### config.mk
export PLATFORM = sky130hd
export DESIGN_NAME = tst_seq_ctrl
export DESIGN_NICKNAME = d
export VERILOG_FILES = /design/src/rtl/tst_seq_ctrl_pkg.sv /design/src/rtl/tst_seq_ctrl_edge_cnt.sv /design/src/rtl/tst_seq_ctrl.sv
export SDC_FILE = /design/constraint.sdc
export NUM_CORES = 1
export LEC_CHECK = 0
export BUFFER_PORTS_ARGS = -buffer_cell sky130_fd_sc_hd__buf_2
export CAP_MARGIN = 20
export CORE_MARGIN = 4
export CORE_UTILIZATION = 40
export DETAILED_ROUTE_END_ITERATION = 7
export PLACE_DENSITY = 0.65
export SYNTH_ARGS = -nofsm -noshare
export SYNTH_HDL_FRONTEND = slang
export SYNTH_HIERARCHICAL = 1
export SYNTH_SLANG_ARGS = --single-unit
### constraint.sdc
create_clock -name clk -period 5.1 [get_ports clk]
set_input_delay 0.255 -clock clk [delete_from_list [all_inputs] [get_ports clk]]
set_output_delay 0.255 -clock clk [all_outputs]
set_load 0.01 [all_outputs]
### src/rtl/tst_seq_ctrl_pkg.sv
// Shared definitions for the test-signal sweep controller: widths, FSM encoding
// and small helpers used by the controller and its edge counters.
package tst_seq_ctrl_pkg;

  localparam int NUM_MODES_DEF = 12;
  localparam int CNT_W         = 16;
  localparam int DWELL_W       = 24;
  localparam int UPR_W         = 8;

  localparam logic [2:0] ST_IDLE    = 3'd0;
  localparam logic [2:0] ST_SETTLE  = 3'd1;
  localparam logic [2:0] ST_MEASURE = 3'd2;
  localparam logic [2:0] ST_EVAL    = 3'd3;
  localparam logic [2:0] ST_FINISH  = 3'd4;

  // A zero-length window would never terminate, so it is stretched to one clock.
  function automatic logic [DWELL_W-1:0] eff_dwell(input logic [DWELL_W-1:0] d);
    return (d == {DWELL_W{1'b0}}) ? {{(DWELL_W-1){1'b0}}, 1'b1} : d;
  endfunction

endpackage

### src/rtl/tst_seq_ctrl_edge_cnt.sv
// Edge counter for one returned test signal: synchronizer, rising-edge detect
// and a saturating counter with synchronous clear and count enable.
module tst_edge_cnt
  import tst_seq_ctrl_pkg::*;
#(
  parameter int W = CNT_W
) (
  input  logic         clk,
  input  logic         rst_n,
  input  logic         sig_in,
  input  logic         clr,
  input  logic         en,
  output logic [W-1:0] cnt
);

  logic [1:0]   sync_r;
  logic         prev_r;
  logic         rise_s;
  logic [W-1:0] cnt_r;

  assign rise_s = sync_r[1] & ~prev_r;
  assign cnt    = cnt_r;

  // two-flop synchronizer plus one history flop for edge detection
  always_ff @(posedge clk or negedge rst_n) begin
    if (!rst_n) begin
      sync_r <= 2'b00;
      prev_r <= 1'b0;
    end else begin
      sync_r <= {sync_r[0], sig_in};
      prev_r <= sync_r[1];
    end
  end

  // saturating rising-edge counter
  always_ff @(posedge clk or negedge rst_n) begin
    if (!rst_n) begin
      cnt_r <= {W{1'b0}};
    end else if (clr) begin
      cnt_r <= {W{1'b0}};
    end else if (en && rise_s && (cnt_r != {W{1'b1}})) begin
      cnt_r <= cnt_r + {{(W-1){1'b0}}, 1'b1};
    end
  end

endmodule

### src/rtl/tst_seq_ctrl.sv
// Sweep controller: steps the test-signal mux selector through every mode,
// measures edge activity on both returned signals and records a pass bitmap.
module tst_seq_ctrl
  import tst_seq_ctrl_pkg::*;
#(
  parameter int NUM_MODES = NUM_MODES_DEF,
  parameter int SETTLE    = 4,
  parameter int MIN_EDGES = 1
) (
  input  logic                 clk,
  input  logic                 rst_n,
  input  logic                 start,
  input  logic                 abort,
  input  logic                 manual_en,
  input  logic [UPR_W-1:0]     manual_upr,
  input  logic [DWELL_W-1:0]   dwell,
  input  logic                 sig1_in,
  input  logic                 sig2_in,
  output logic [UPR_W-1:0]     upr,
  output logic                 busy,
  output logic                 done,
  output logic                 aborted,
  output logic [NUM_MODES-1:0] mode_ok,
  output logic [CNT_W-1:0]     cnt1,
  output logic [CNT_W-1:0]     cnt2
);

  localparam logic [DWELL_W-1:0] SETTLE_LAST = DWELL_W'(SETTLE - 1);
  localparam logic [DWELL_W-1:0] TMR_ONE     = DWELL_W'(1);
  localparam logic [UPR_W-1:0]   MODE_LAST   = UPR_W'(NUM_MODES - 1);
  localparam logic [UPR_W-1:0]   MODE_ONE    = UPR_W'(1);
  localparam logic [CNT_W-1:0]   MIN_CNT     = CNT_W'(MIN_EDGES);

  logic [2:0]           state_r, state_nxt_s;
  logic [UPR_W-1:0]     mode_r, mode_inc_s, upr_r;
  logic [DWELL_W-1:0]   dwell_r, timer_r, dwell_last_s;
  logic                 busy_r, done_r, aborted_r;
  logic [NUM_MODES-1:0] mode_ok_r, mode_bit_s;
  logic [CNT_W-1:0]     cnt1_r, cnt2_r, cnt1_s, cnt2_s;
  logic                 start_acc_s, abort_s, last_mode_s, pass_s, clr_s, en_s;

  assign dwell_last_s = dwell_r - TMR_ONE;
  assign mode_inc_s   = mode_r + MODE_ONE;
  assign mode_bit_s   = {{(NUM_MODES-1){1'b0}}, 1'b1} << mode_r;
  assign last_mode_s  = (mode_r == MODE_LAST);
  assign pass_s       = (cnt1_s >= MIN_CNT) && (cnt2_s >= MIN_CNT);
  assign abort_s      = abort && (state_r != ST_IDLE);
  assign clr_s        = (state_r == ST_SETTLE) || start_acc_s;
  assign en_s         = (state_r == ST_MEASURE);

  assign upr     = upr_r;
  assign busy    = busy_r;
  assign done    = done_r;
  assign aborted = aborted_r;
  assign mode_ok = mode_ok_r;
  assign cnt1    = cnt1_r;
  assign cnt2    = cnt2_r;

  tst_edge_cnt #(.W(CNT_W)) u_cnt1 (
    .clk    (clk),
    .rst_n  (rst_n),
    .sig_in (sig1_in),
    .clr    (clr_s),
    .en     (en_s),
    .cnt    (cnt1_s)
  );

  tst_edge_cnt #(.W(CNT_W)) u_cnt2 (
    .clk    (clk),
    .rst_n  (rst_n),
    .sig_in (sig2_in),
    .clr    (clr_s),
    .en     (en_s),
    .cnt    (cnt2_s)
  );

  // next-state logic; abort outranks every other transition outside IDLE
  always_comb begin
    state_nxt_s = state_r;
    start_acc_s = 1'b0;
    case (state_r)
      ST_IDLE: begin
        if (start) begin
          state_nxt_s = ST_SETTLE;
          start_acc_s = 1'b1;
        end else begin
          state_nxt_s = ST_IDLE;
        end
      end
      ST_SETTLE: begin
        if (abort)                         state_nxt_s = ST_IDLE;
        else if (timer_r == SETTLE_LAST)   state_nxt_s = ST_MEASURE;
        else                               state_nxt_s = ST_SETTLE;
      end
      ST_MEASURE: begin
        if (abort)                         state_nxt_s = ST_IDLE;
        else if (timer_r == dwell_last_s)  state_nxt_s = ST_EVAL;
        else                               state_nxt_s = ST_MEASURE;
      end
      ST_EVAL: begin
        if (abort)                         state_nxt_s = ST_IDLE;
        else if (last_mode_s)              state_nxt_s = ST_FINISH;
        else                               state_nxt_s = ST_SETTLE;
      end
      ST_FINISH: state_nxt_s = ST_IDLE;
      default:   state_nxt_s = ST_IDLE;
    endcase
  end

  // sequencing registers and registered outputs
  always_ff @(posedge clk or negedge rst_n) begin
    if (!rst_n) begin
      state_r   <= ST_IDLE;
      mode_r    <= {UPR_W{1'b0}};
      upr_r     <= {UPR_W{1'b0}};
      dwell_r   <= TMR_ONE;
      timer_r   <= {DWELL_W{1'b0}};
      busy_r    <= 1'b0;
      done_r    <= 1'b0;
      aborted_r <= 1'b0;
      mode_ok_r <= {NUM_MODES{1'b0}};
      cnt1_r    <= {CNT_W{1'b0}};
      cnt2_r    <= {CNT_W{1'b0}};
    end else begin
      state_r <= state_nxt_s;
      if (abort_s) begin
        busy_r    <= 1'b0;
        aborted_r <= 1'b1;
        done_r    <= 1'b0;
        timer_r   <= {DWELL_W{1'b0}};
      end else begin
        case (state_r)
          ST_IDLE: begin
            if (start) begin
              dwell_r   <= eff_dwell(dwell);
              mode_ok_r <= {NUM_MODES{1'b0}};
              cnt1_r    <= {CNT_W{1'b0}};
              cnt2_r    <= {CNT_W{1'b0}};
              done_r    <= 1'b0;
              aborted_r <= 1'b0;
              mode_r    <= {UPR_W{1'b0}};
              upr_r     <= {UPR_W{1'b0}};
              busy_r    <= 1'b1;
              timer_r   <= {DWELL_W{1'b0}};
            end else begin
              upr_r <= manual_en ? manual_upr : {UPR_W{1'b0}};
            end
          end
          ST_SETTLE:  timer_r <= (timer_r == SETTLE_LAST)  ? {DWELL_W{1'b0}} : timer_r + TMR_ONE;
          ST_MEASURE: timer_r <= (timer_r == dwell_last_s) ? {DWELL_W{1'b0}} : timer_r + TMR_ONE;
          ST_EVAL: begin
            cnt1_r <= cnt1_s;
            cnt2_r <= cnt2_s;
            if (pass_s) mode_ok_r <= mode_ok_r | mode_bit_s;
            if (!last_mode_s) begin
              mode_r <= mode_inc_s;
              upr_r  <= mode_inc_s;
            end
          end
          ST_FINISH: begin
            done_r <= 1'b1;
            busy_r <= 1'b0;
          end
          default: busy_r <= 1'b0;
        endcase
      end
    end
  end

endmodule
==> impl_metrics.json, run 1 <==
{
  "ant_nets": 0,
  "synth_top_cell_area_share_pct": 45.46,
  "critPathCaptureType": "flop",
  "rsz0062_at_grt": "false",
  "ys_seq_area_share_pct": 45.78,
  "min_period_ns": 3.336,
  "start_util_pct": 40.81,
  "first_iter_violations": 482,
  "path_clk_slew_ns": 0.06,
  "setup_tns_ns": 0,
  "synthesis.nets": 951,
  "critPathBufInv": 2,
  "critical_path.top_delay_family": "simple AND/OR/NAND/NOR gates",
  "gp_congestion": 0.8675,
  "worst_clock_skew_ns": 0.008278,
  "dr_total_vias": 7053,
  "cts_tree": "done",
  "dpl_worst_slack_ns": 1.308,
  "cp-start-kind": "flop",
  "grt_util_met3_pct": 4.118,
  "power.density_nw_per_um2": 337.9,
  "synth_common_cells": "dfrtp_1 (151), nand2_1 (121), o21ai_0 (73), nor2_1 (68), mux2_2 (41)",
  "hpwl_um": 14370,
  "synth_most_common_cell": "dfrtp_1",
  "grt_start_max_net_pins": 87,
  "finalHoldViolCount": 0,
  "clock-sinks": 152,
  "grt_pass1_wl_um": 34180,
  "routed_wl_um": 20350,
  "tightestPinTransition_ns": 1.012,
  "synth_top_cell_by_area": "dfrtp_1",
  "use_met2_pct": 26.06,
  "critPathMaxFanout": 41,
  "hold_path_class": "in2reg",
  "cts-root-buf": "clkbuf_16",
  "required_ns": 5.40,
  "synth_ff_type": "dfrtp_1",
  "area_growth_pct": 15.69,
  "row_count": 52,
  "setup_slack_ns": 1.764,
  "fillers": 1889,
  "worst-setup-path-type": "reg2reg",
  "drt-wirelength-per-cell_um": 16.11,
  "die_h_um": 152.2,
  "port_buffers": 93,
  "synth_cell_types": 67,
  "antenna_found_initial": 0,
  "max_slew_margin_pct": 32.40,
  "maxCapViolCount": 0,
  "grt_use_met1_pct": 26.03,
  "worst_path_max_delay_cell": "or4b_4",
  "synth_seq_cells": 152,
  "synth_area_leaders": "dfrtp_1 (45%), mux2_2 (5.6%), nand2_1 (5.5%)",
  "yosys_warnings": 6,
  "worst_ep_arrival_time_ns": 3.64,
  "grt_usage_pct": 17.58,
  "final_cells": 1263,
  "cts_buffers": 17,
  "irDropWorstVdd_v": 0.0002053,
  "synth.cell_area_um2": 8312,
  "avgSynthCellArea_um2": 9.164,
  "fin_crit_sh_pct": 65.41,
  "dp.cells": 1226,
  "leakage_nw": 4.143,
  "drt_pass1_iterations": 5,
  "clk_path_buf_depth": 2,
  "clock_latency_ns": 0.42,
  "finalPower_mw": 3.249,
  "grt-busiest-layer": "met2",
  "drv_slew": 0,
  "htreeDepth": 4,
  "status": "finished clean",
  "async_reset_ff_share_pct": 100.0,
  "die_w_um": 152.2,
  "viasPerCell": 5.584,
  "critical_path.cell_chain": "inv_1 > ha_1 > or4b_4 > nor4_1 > nor4b_1 > o211a_1 > o21a_1 > a41oi_4 > buf_12 > and3_1 > a221o_1",
  "grt_pass1_vias": 6580,
  "core_area_um2": 20360,
  "fin_nets": 1024,
  "antenna_cells": 0,
  "route.detailed.drc": 0,
  "top_level_ports": 94,
  "grt_overflow": 0,
  "die-area_um2": 23150,
  "holdWs_ns": 0.05460,
  "synth_cells": 907,
  "cpPeakStageDelay_ns": 0.52,
  "rrSetupSlack_ns": 1.76,
  "setup_viol": 0,
  "max_freq_mhz": 299.8,
  "drive_above_1_share_pct": 19.54,
  "synth-edff-count": 0
}
worst register-to-register path, cell delays in order, from the launching register on:
cell and delay (ns):
dfrtp_1 0.40, inv_1 0.08, ha_1 0.22, or4b_4 0.52
nor4_1 0.52, nor4b_1 0.33, o211a_1 0.19, o21a_1 0.16
a41oi_4 0.15, buf_12 0.21, and3_1 0.18, a221o_1 0.25
area by class of cell:
cell class                      instances  area [µm²]  area share, %
Multi-Input combinational cell        687        4203          43.71
Timing Repair Buffer                  105       594.3          6.181
Clock inverter                         13       168.9          1.757
Tap cell                              270       337.8          3.513
Sequential cell                       152        3805          39.57
Inverter                               17       63.81         0.6636
Clock buffer                           19       442.9          4.606
power breakdown:
part	internal, mW	switching [mW]
Sequential	1.29	0.129
Clock	0.789	0.515
Combinational	0.228	0.299
Total	2.31	0.943
kinds of logic (layout without fill, tap and decap cells):
family	count (synthesis)	in the layout	synth area share (%)
compound gates	194	194	14.59
mux	45	45	6.036
xor+xnor	31	31	3.267
flops	152	152	45.78
simple gates	412	412	25.77
fa+ha+maj	5	5	0.7527
buf+inv	68	154	3.809
cell usage in the layout (no fill, tap or decap), types with 13 or more instances in the layout:
cell / count
nand2_1: 121
nand4_1: 23
clkbuf_16: 17
nor3_1: 26
nand2b_1: 13
dfrtp_1: 151
inv_1: 17
xor2_1: 16
mux2_2: 41
a21oi_1: 40
nand3_1: 40
nor4_1: 30
a31oi_1: 23
nor2_1: 66
o21ai_0: 73
xnor2_1: 15
buf_2: 92
nor2b_1: 19
timing repair:
| item | in CTS | in global routing |
|---|---|---|
| gates resized for setup | 0 | 0 |
| hold buffers | 3 | 0 |
| endpoints found under the hold margin | 86 | 0 |
| buffers inserted | 0 | 0 |
flip-flops by register name (all words and copies together), names as in the netlist, 12 cells and up:
name,count
dwell_r,24
timer_r,24
cnt1,16
cnt2,16
u_cnt1/cnt,16
u_cnt2/cnt,16
mode_ok,12
stage by stage:
stage,utilization [%],cell area [µm²]
after CTS,47.02,9575
after floorplan,-,8312
after global placement,43.87,8934
final,47.22,9615
after global routing,47.22,9615
after detailed placement,43.87,8934
worst paths after layout:
| check | from | cells past startpoint | endpoint |
|---|---|---|---|
| worst max-delay path | dwell_r[1]$_DFFE_PN0P_ | 11 | timer_r[22]$_DFFE_PN0P_ |
| worst min-delay path | dwell[21] | 3 | dwell_r[21]$_DFFE_PN0P_ |
| worst max register to register | dwell_r[1]$_DFFE_PN0P_ | 11 | timer_r[22]$_DFFE_PN0P_ |
| worst min register to register | u_cnt2/sync_r[0]$_DFF_PN0_ | 0 | u_cnt2/sync_r[1]$_DFF_PN0_ |
| max in group asynchronous | rst_n | 3 | cnt2[12]$_DFFE_PN0P_ |
| min in group asynchronous | rst_n | 2 | dwell_r[17]$_DFFE_PN0P_ |
routing by layer:
layer	wire, µm	part of all wire (%)
met1	10010	49
met2	8988	44
met4	189	0.93
met5	0	0
met3	1163	5.7
Power figures use the tool's default switching activity.
==> inputs of run 2 (changes only) <==
==> constraint.sdc (replaced) <==
create_clock -name clk -period 3.11 [get_ports clk]
set_input_delay 0.1555 -clock clk [delete_from_list [all_inputs] [get_ports clk]]
set_output_delay 0.1555 -clock clk [all_outputs]
set_load 0.01 [all_outputs]
==> impl_metrics.json, run 2 (synthesis gave the netlist of run 1 again) <==
{
  "status": "finished clean",
  "area_growth_pct": 22.37,
  "fin_nets": 1069,
  "clock_latency_ns": 0.43,
  "grt_pass1_wl_um": 36290,
  "grt_start_max_net_pins": 78,
  "ant_nets": 0,
  "htreeDepth": 4,
  "viasPerCell": 5.585,
  "worst-setup-path-type": "reg2reg",
  "grt_pass1_vias": 7112,
  "maxCapViolCount": 0,
  "die_h_um": 152.2,
  "tightestPinTransition_ns": 0.5967,
  "rsz0062_at_grt": "true",
  "dp.cells": 1248,
  "routed_wl_um": 21640,
  "swShare_pct": 27.47,
  "antenna_found_initial": 3,
  "drt_pass1_iterations": 4,
  "clk_path_buf_depth": 2,
  "switching_power_mw": 1.583,
  "hold_path_class": "in2reg",
  "cp-start-kind": "flop",
  "cts_buffers": 17,
  "final_cells": 1310,
  "clock-sinks": 152,
  "fin_crit_sh_pct": 99.66,
  "worst_ep_arrival_time_ns": 3.40,
  "setup_tns_ns": 0,
  "combPwrFrac_pct": 18.2,
  "min_period_ns": 3.099,
  "top_level_ports": 94,
  "path_clk_slew_ns": 0.06,
  "port_buffers": 93,
  "route.detailed.drc": 0,
  "power.density_nw_per_um2": 566.6,
  "max_slew_margin_pct": 59.92,
  "power.share.clock_pct": 42.0,
  "hpwl_um": 14790,
  "critPathCaptureType": "flop",
  "drive_above_1_share_pct": 21.48,
  "drt-wirelength-per-cell_um": 16.52,
  "critPathMaxFanout": 21,
  "seq_power_share_pct": 39.8,
  "row_count": 52,
  "die-area_um2": 23150,
  "grt_overflow": 0,
  "leakage_nw": 4.403,
  "start_util_pct": 40.81,
  "cts_tree": "done",
  "required_ns": 3.41,
  "max_freq_mhz": 322.6,
  "cts-root-buf": "clkbuf_16",
  "gp_congestion": 0.8631,
  "dr_total_vias": 7316,
  "layout_commonest_cell": "dfrtp_1",
  "final_cell_mix": "dfrtp_1 (151), nand2_1 (120), buf_2 (92)",
  "worst_clock_skew_ns": 0.01259,
  "p_int_mw": 4.180,
  "drv_slew": 0,
  "core_area_um2": 20360,
  "setup_viol": 0,
  "irDropWorstVdd_v": 0.0003920,
  "first_iter_violations": 570,
  "finalHoldViolCount": 0,
  "grt_usage_pct": 18.73,
  "reg_top3": "dwell_r (24), timer_r (24)",
  "die_w_um": 152.2
}
==> run 2: cell count changes in the layout (fill, tap and decap cells not counted), moves of 2 or more <==
cell           delta
dlygate4sd3_1    +24
buf_4            +20
clkinv_4          -4
bufinv_16         +3
clkbuf_8          +3
diode_2           +2
nor4_1            -2
==> run 2: path summary, 6_finish.rpt <==
path / startpoint / endpoint / slack, ns / cells past startpoint
hold reg to reg: u_cnt1/sync_r[0]$_DFF_PN0_ / u_cnt1/sync_r[1]$_DFF_PN0_ / 0.35 / 0
setup / recovery: dwell_r[3]$_DFFE_PN0P_ / timer_r[22]$_DFFE_PN0P_ / 0.01 / 9
min in group asynchronous: rst_n / dwell_r[3]$_DFFE_PN0P_ / 0.19 / 2
setup reg to reg: dwell_r[3]$_DFFE_PN0P_ / timer_r[22]$_DFFE_PN0P_ / 0.01 / 9
max in group asynchronous: rst_n / u_cnt2/cnt[10]$_DFFE_PN0P_ / 2.10 / 3
hold / removal: manual_upr[0] / upr[0]$_DFFE_PN0P_ / 0.02 / 3
==> run 2: metal layers <==
layer	up-vias	routed length (µm)	GRT usage (%)
met1	3537	10290	26.69
met2	198	9772	27.98
li1	3539	-	-
met3	40	1077	3.692
met4	2	493	7.791
met5	-	7	0
==> run 2: final cells by class <==
class	instances	area [µm²]
fill	1871	10190
multi-input combinational	687	4255
sequential	152	3805
timing repair buffer	150	1010
clock buffer	22	484.2
tap	270	337.8
clock inverter	10	210.2
inverter	17	63.81
antenna	2	5.005
==> run 2: what timing repair did <==
| item | CTS | global route |
|---|---|---|
| setup buffers | 0 | 0 |
| hold endpoints to repair | 62 | 0 |
| resized for setup | 0 | 11 |
| setup endpoints to repair | 0 | 22 |
| hold buffers | 27 | 0 |
==> run 2: power groups by stage <==
stage / sequential, mW / combinational [mW] / clock (mW)
after global placement: 2.31 / 0.969 / 0
after CTS: 2.28 / 1.01 / 2.47
final: 2.29 / 1.05 / 2.42
after detailed placement: 2.32 / 0.980 / 0
after floorplan: 2.28 / 0.680 / 0
after global routing: 2.31 / 1.16 / 2.57
==> run 2: critical path, stage by stage (launching register included) <==
cell	delay [ns]
dfrtp_1	0.38
or4_4	0.58
or4_4	0.45
or2_1	0.23
or4_1	0.41
nand2_2	0.12
a41oi_4	0.18
buf_12	0.21
and3_4	0.16
a221o_1	0.25
==> run 2: through the flow <==
step | hold WS [ns] | utilization, % | total power, mW | setup WS (ns) | instance area, µm²
floorplan | -0.1401 | - | 2.958 | 0.1662 | 8312
global placement | 0.07678 | 44.80 | 3.282 | 0.1504 | 9124
detailed placement | 0.07995 | 44.80 | 3.296 | 0.06453 | 9124
CTS | 0.0006683 | 49.54 | 5.764 | 0.06024 | 10090
global route | 0.01075 | 49.94 | 6.040 | -0.05926 | 10170
finish | 0.01511 | 49.94 | 5.763 | 0.01052 | 10170
==> inputs of run 3 (changes only) <==
--- a/config.mk
+++ b/config.mk
@@ -5,12 +5,12 @@
 export SDC_FILE = /design/constraint.sdc
 export NUM_CORES = 1
 export LEC_CHECK = 0
-export BUFFER_PORTS_ARGS = -buffer_cell sky130_fd_sc_hd__buf_2
 export CAP_MARGIN = 20
 export CORE_MARGIN = 4
-export CORE_UTILIZATION = 40
+export CORE_UTILIZATION = 23
 export DETAILED_ROUTE_END_ITERATION = 7
-export PLACE_DENSITY = 0.65
+export DONT_BUFFER_PORTS = 1
+export PLACE_DENSITY = 0.43
 export SYNTH_ARGS = -nofsm -noshare
 export SYNTH_HDL_FRONTEND = slang
 export SYNTH_HIERARCHICAL = 1
==> impl_metrics.json, run 3 (synthesis gave the netlist of run 1 again) <==
{
  "status": "finished, violations left",
  "violations": "hold timing",
  "rr_startpoint": "dwell_r[3]$_DFFE_PN0P_",
  "die_w_um": 198.1,
  "fin_nets": 993,
  "cts_hold_buf": 36,
  "maxCapViolCount": 0,
  "min_period_ns": 3.006,
  "worst_clock_skew_ns": 0.01129,
  "core_area_um2": 35570,
  "die-area_um2": 39240,
  "dp.cells": 1354,
  "area_growth_pct": 19.51,
  "swShare_pct": 29.78,
  "reg2regPathDepth": 9,
  "setup_tns_ns": 0,
  "worst_ep_arrival_time_ns": 3.33,
  "dpl_worst_slack_ns": 0.08711,
  "route.detailed.drc": 0,
  "leakage_nw": 3.966,
  "setup_viol": 0,
  "fin_crit_sh_pct": 96.65,
  "drt_pass1_iterations": 5,
  "rsz0062_at_grt": "true",
  "power.density_nw_per_um2": 538.5,
  "max_slew_margin_pct": 54.67,
  "switching_power_mw": 1.593,
  "hold_path_class": "in2async",
  "combPwrFrac_pct": 18.1,
  "critical_path.cell_chain": "or4_4 > or4_4 > or2_0 > or4_1 > nand2_2 > a41oi_4 > buf_12 > a21o_1 > a22o_1",
  "gp_congestion": 0.8175,
  "first_iter_violations": 421,
  "tightestPinTransition_ns": 0.6748,
  "path_common_cell": "or4_4",
  "p_int_mw": 3.756,
  "cpPeakStageDelay_ns": 0.57,
  "grt_overflow": 0,
  "worst-setup-path-type": "reg2reg",
  "ant_nets": 0,
  "cts_tree": "done",
  "drv_slew": 0,
  "finalHoldViolCount": 152,
  "setup_slack_ns": 0.1043,
  "cts_buffers": 17,
  "grt_pass1_wl_um": 39040,
  "reg_top3": "dwell_r (24), timer_r (24)",
  "hpwl_um": 16610,
  "grt_start_max_net_pins": 153,
  "holdWs_ns": -0.5851,
  "antenna_found_initial": 0,
  "cp-start-kind": "flop",
  "routed_wl_um": 23940,
  "grt_usage_pct": 12.38,
  "worst_path_max_delay_cell": "or4_4",
  "row_count": 69,
  "grt_pass1_vias": 6724,
  "final_cells": 1423,
  "finalPower_mw": 5.349,
  "r2r_end": "timer_r[7]$_DFFE_PN0P_",
  "clk_path_buf_depth": 2,
  "clock_latency_ns": 0.44,
  "top_level_ports": 94,
  "drt-wirelength-per-cell_um": 16.82,
  "critPathMaxFanout": 20,
  "start_util_pct": 23.37,
  "max_freq_mhz": 332.7,
  "required_ns": 3.43,
  "port_buffers": 0,
  "htreeDepth": 4,
  "seq_power_share_pct": 43.0,
  "dr_total_vias": 6955,
  "drive_above_1_share_pct": 14.36,
  "irDropWorstVdd_v": 0.0003792,
  "viasPerCell": 4.888,
  "die_h_um": 198.1,
  "power.share.clock_pct": 38.9,
  "layout_commonest_cell": "dfrtp_1",
  "critPathCaptureType": "flop",
  "cts-root-buf": "clkbuf_16",
  "path_clk_slew_ns": 0.06,
  "clock-sinks": 152,
  "final_cell_mix": "dfrtp_1 (151), nand2_1 (120), o21ai_0 (73)",
  "rrSetupSlack_ns": 0.10
}
[run 3: how the worst max path moves through the flow]
| stage | start | endpoint | cells after the start |
|---|---|---|---|
| after floorplan | dwell_r[3]$_DFFE_PN0P_ | timer_r[7]$_DFFE_PN0P_ | 10 |
| after global placement | dwell_r[7]$_DFFE_PN0P_ | timer_r[7]$_DFFE_PN0P_ | 9 |
| after detailed placement | dwell_r[12]$_DFFE_PN0P_ | timer_r[19]$_DFFE_PN0P_ | 9 |
| after CTS | dwell_r[12]$_DFFE_PN0P_ | timer_r[18]$_DFFE_PN0P_ | 9 |
| after global routing | dwell_r[0]$_DFFE_PN1P_ | timer_r[7]$_DFFE_PN0P_ | 12 |
| final | dwell_r[3]$_DFFE_PN0P_ | timer_r[7]$_DFFE_PN0P_ | 9 |
[run 3: power groups by stage]
| stage | logic [mW] | clock network [mW] | registers [mW] |
|---|---|---|---|
| final | 0.967 | 2.08 | 2.30 |
| after global routing | 1.07 | 2.24 | 2.33 |
| after CTS | 0.952 | 2.17 | 2.30 |
| after detailed placement | 0.907 | 0 | 2.34 |
| after global placement | 0.906 | 0 | 2.34 |
| after floorplan | 0.680 | 0 | 2.28 |
[run 3: repair_timing]
action                     in CTS  in global routing
hold endpoints to repair      193                152
resized for setup               0                 11
buffers inserted                0                  1
setup endpoints to repair       0                 21
[run 3: critical path, delay by kind of cell, from the launching register on]
family / cells / cell delay [ns]
AO/OA/AOI/OAI: 3 / 0.54
buffers and inverters: 1 / 0.20
flip-flops: 1 / 0.37
AND/OR/NAND/NOR: 5 / 1.76
[run 3: final cells by class]
cell class | count | area, µm²
tap | 461 | 576.8
antenna | 1 | 2.502
multi-input combinational | 687 | 4254
inverter | 17 | 63.81
timing repair buffer | 74 | 661.9
sequential | 152 | 3805
fill | 3839 | 25640
clock inverter | 12 | 126.4
clock buffer | 19 | 442.9
[run 3: per-stage QoR]
step | hold WS, ns | util [%] | area (µm²)
after floorplan | -0.1401 | - | 8312
after global placement | -0.1351 | 25.14 | 8944
after detailed placement | -0.1345 | 25.14 | 8944
after CTS | -0.6204 | 27.76 | 9873
after global routing | -0.6222 | 27.92 | 9931
final | -0.5851 | 27.93 | 9933
[run 3: layer usage]
layer  routed length (µm)  track usage (%)
met3                 1207            3.726
met5                    0                0
met1                11710            17.63
met4                  293            3.596
met2                10730            18.18
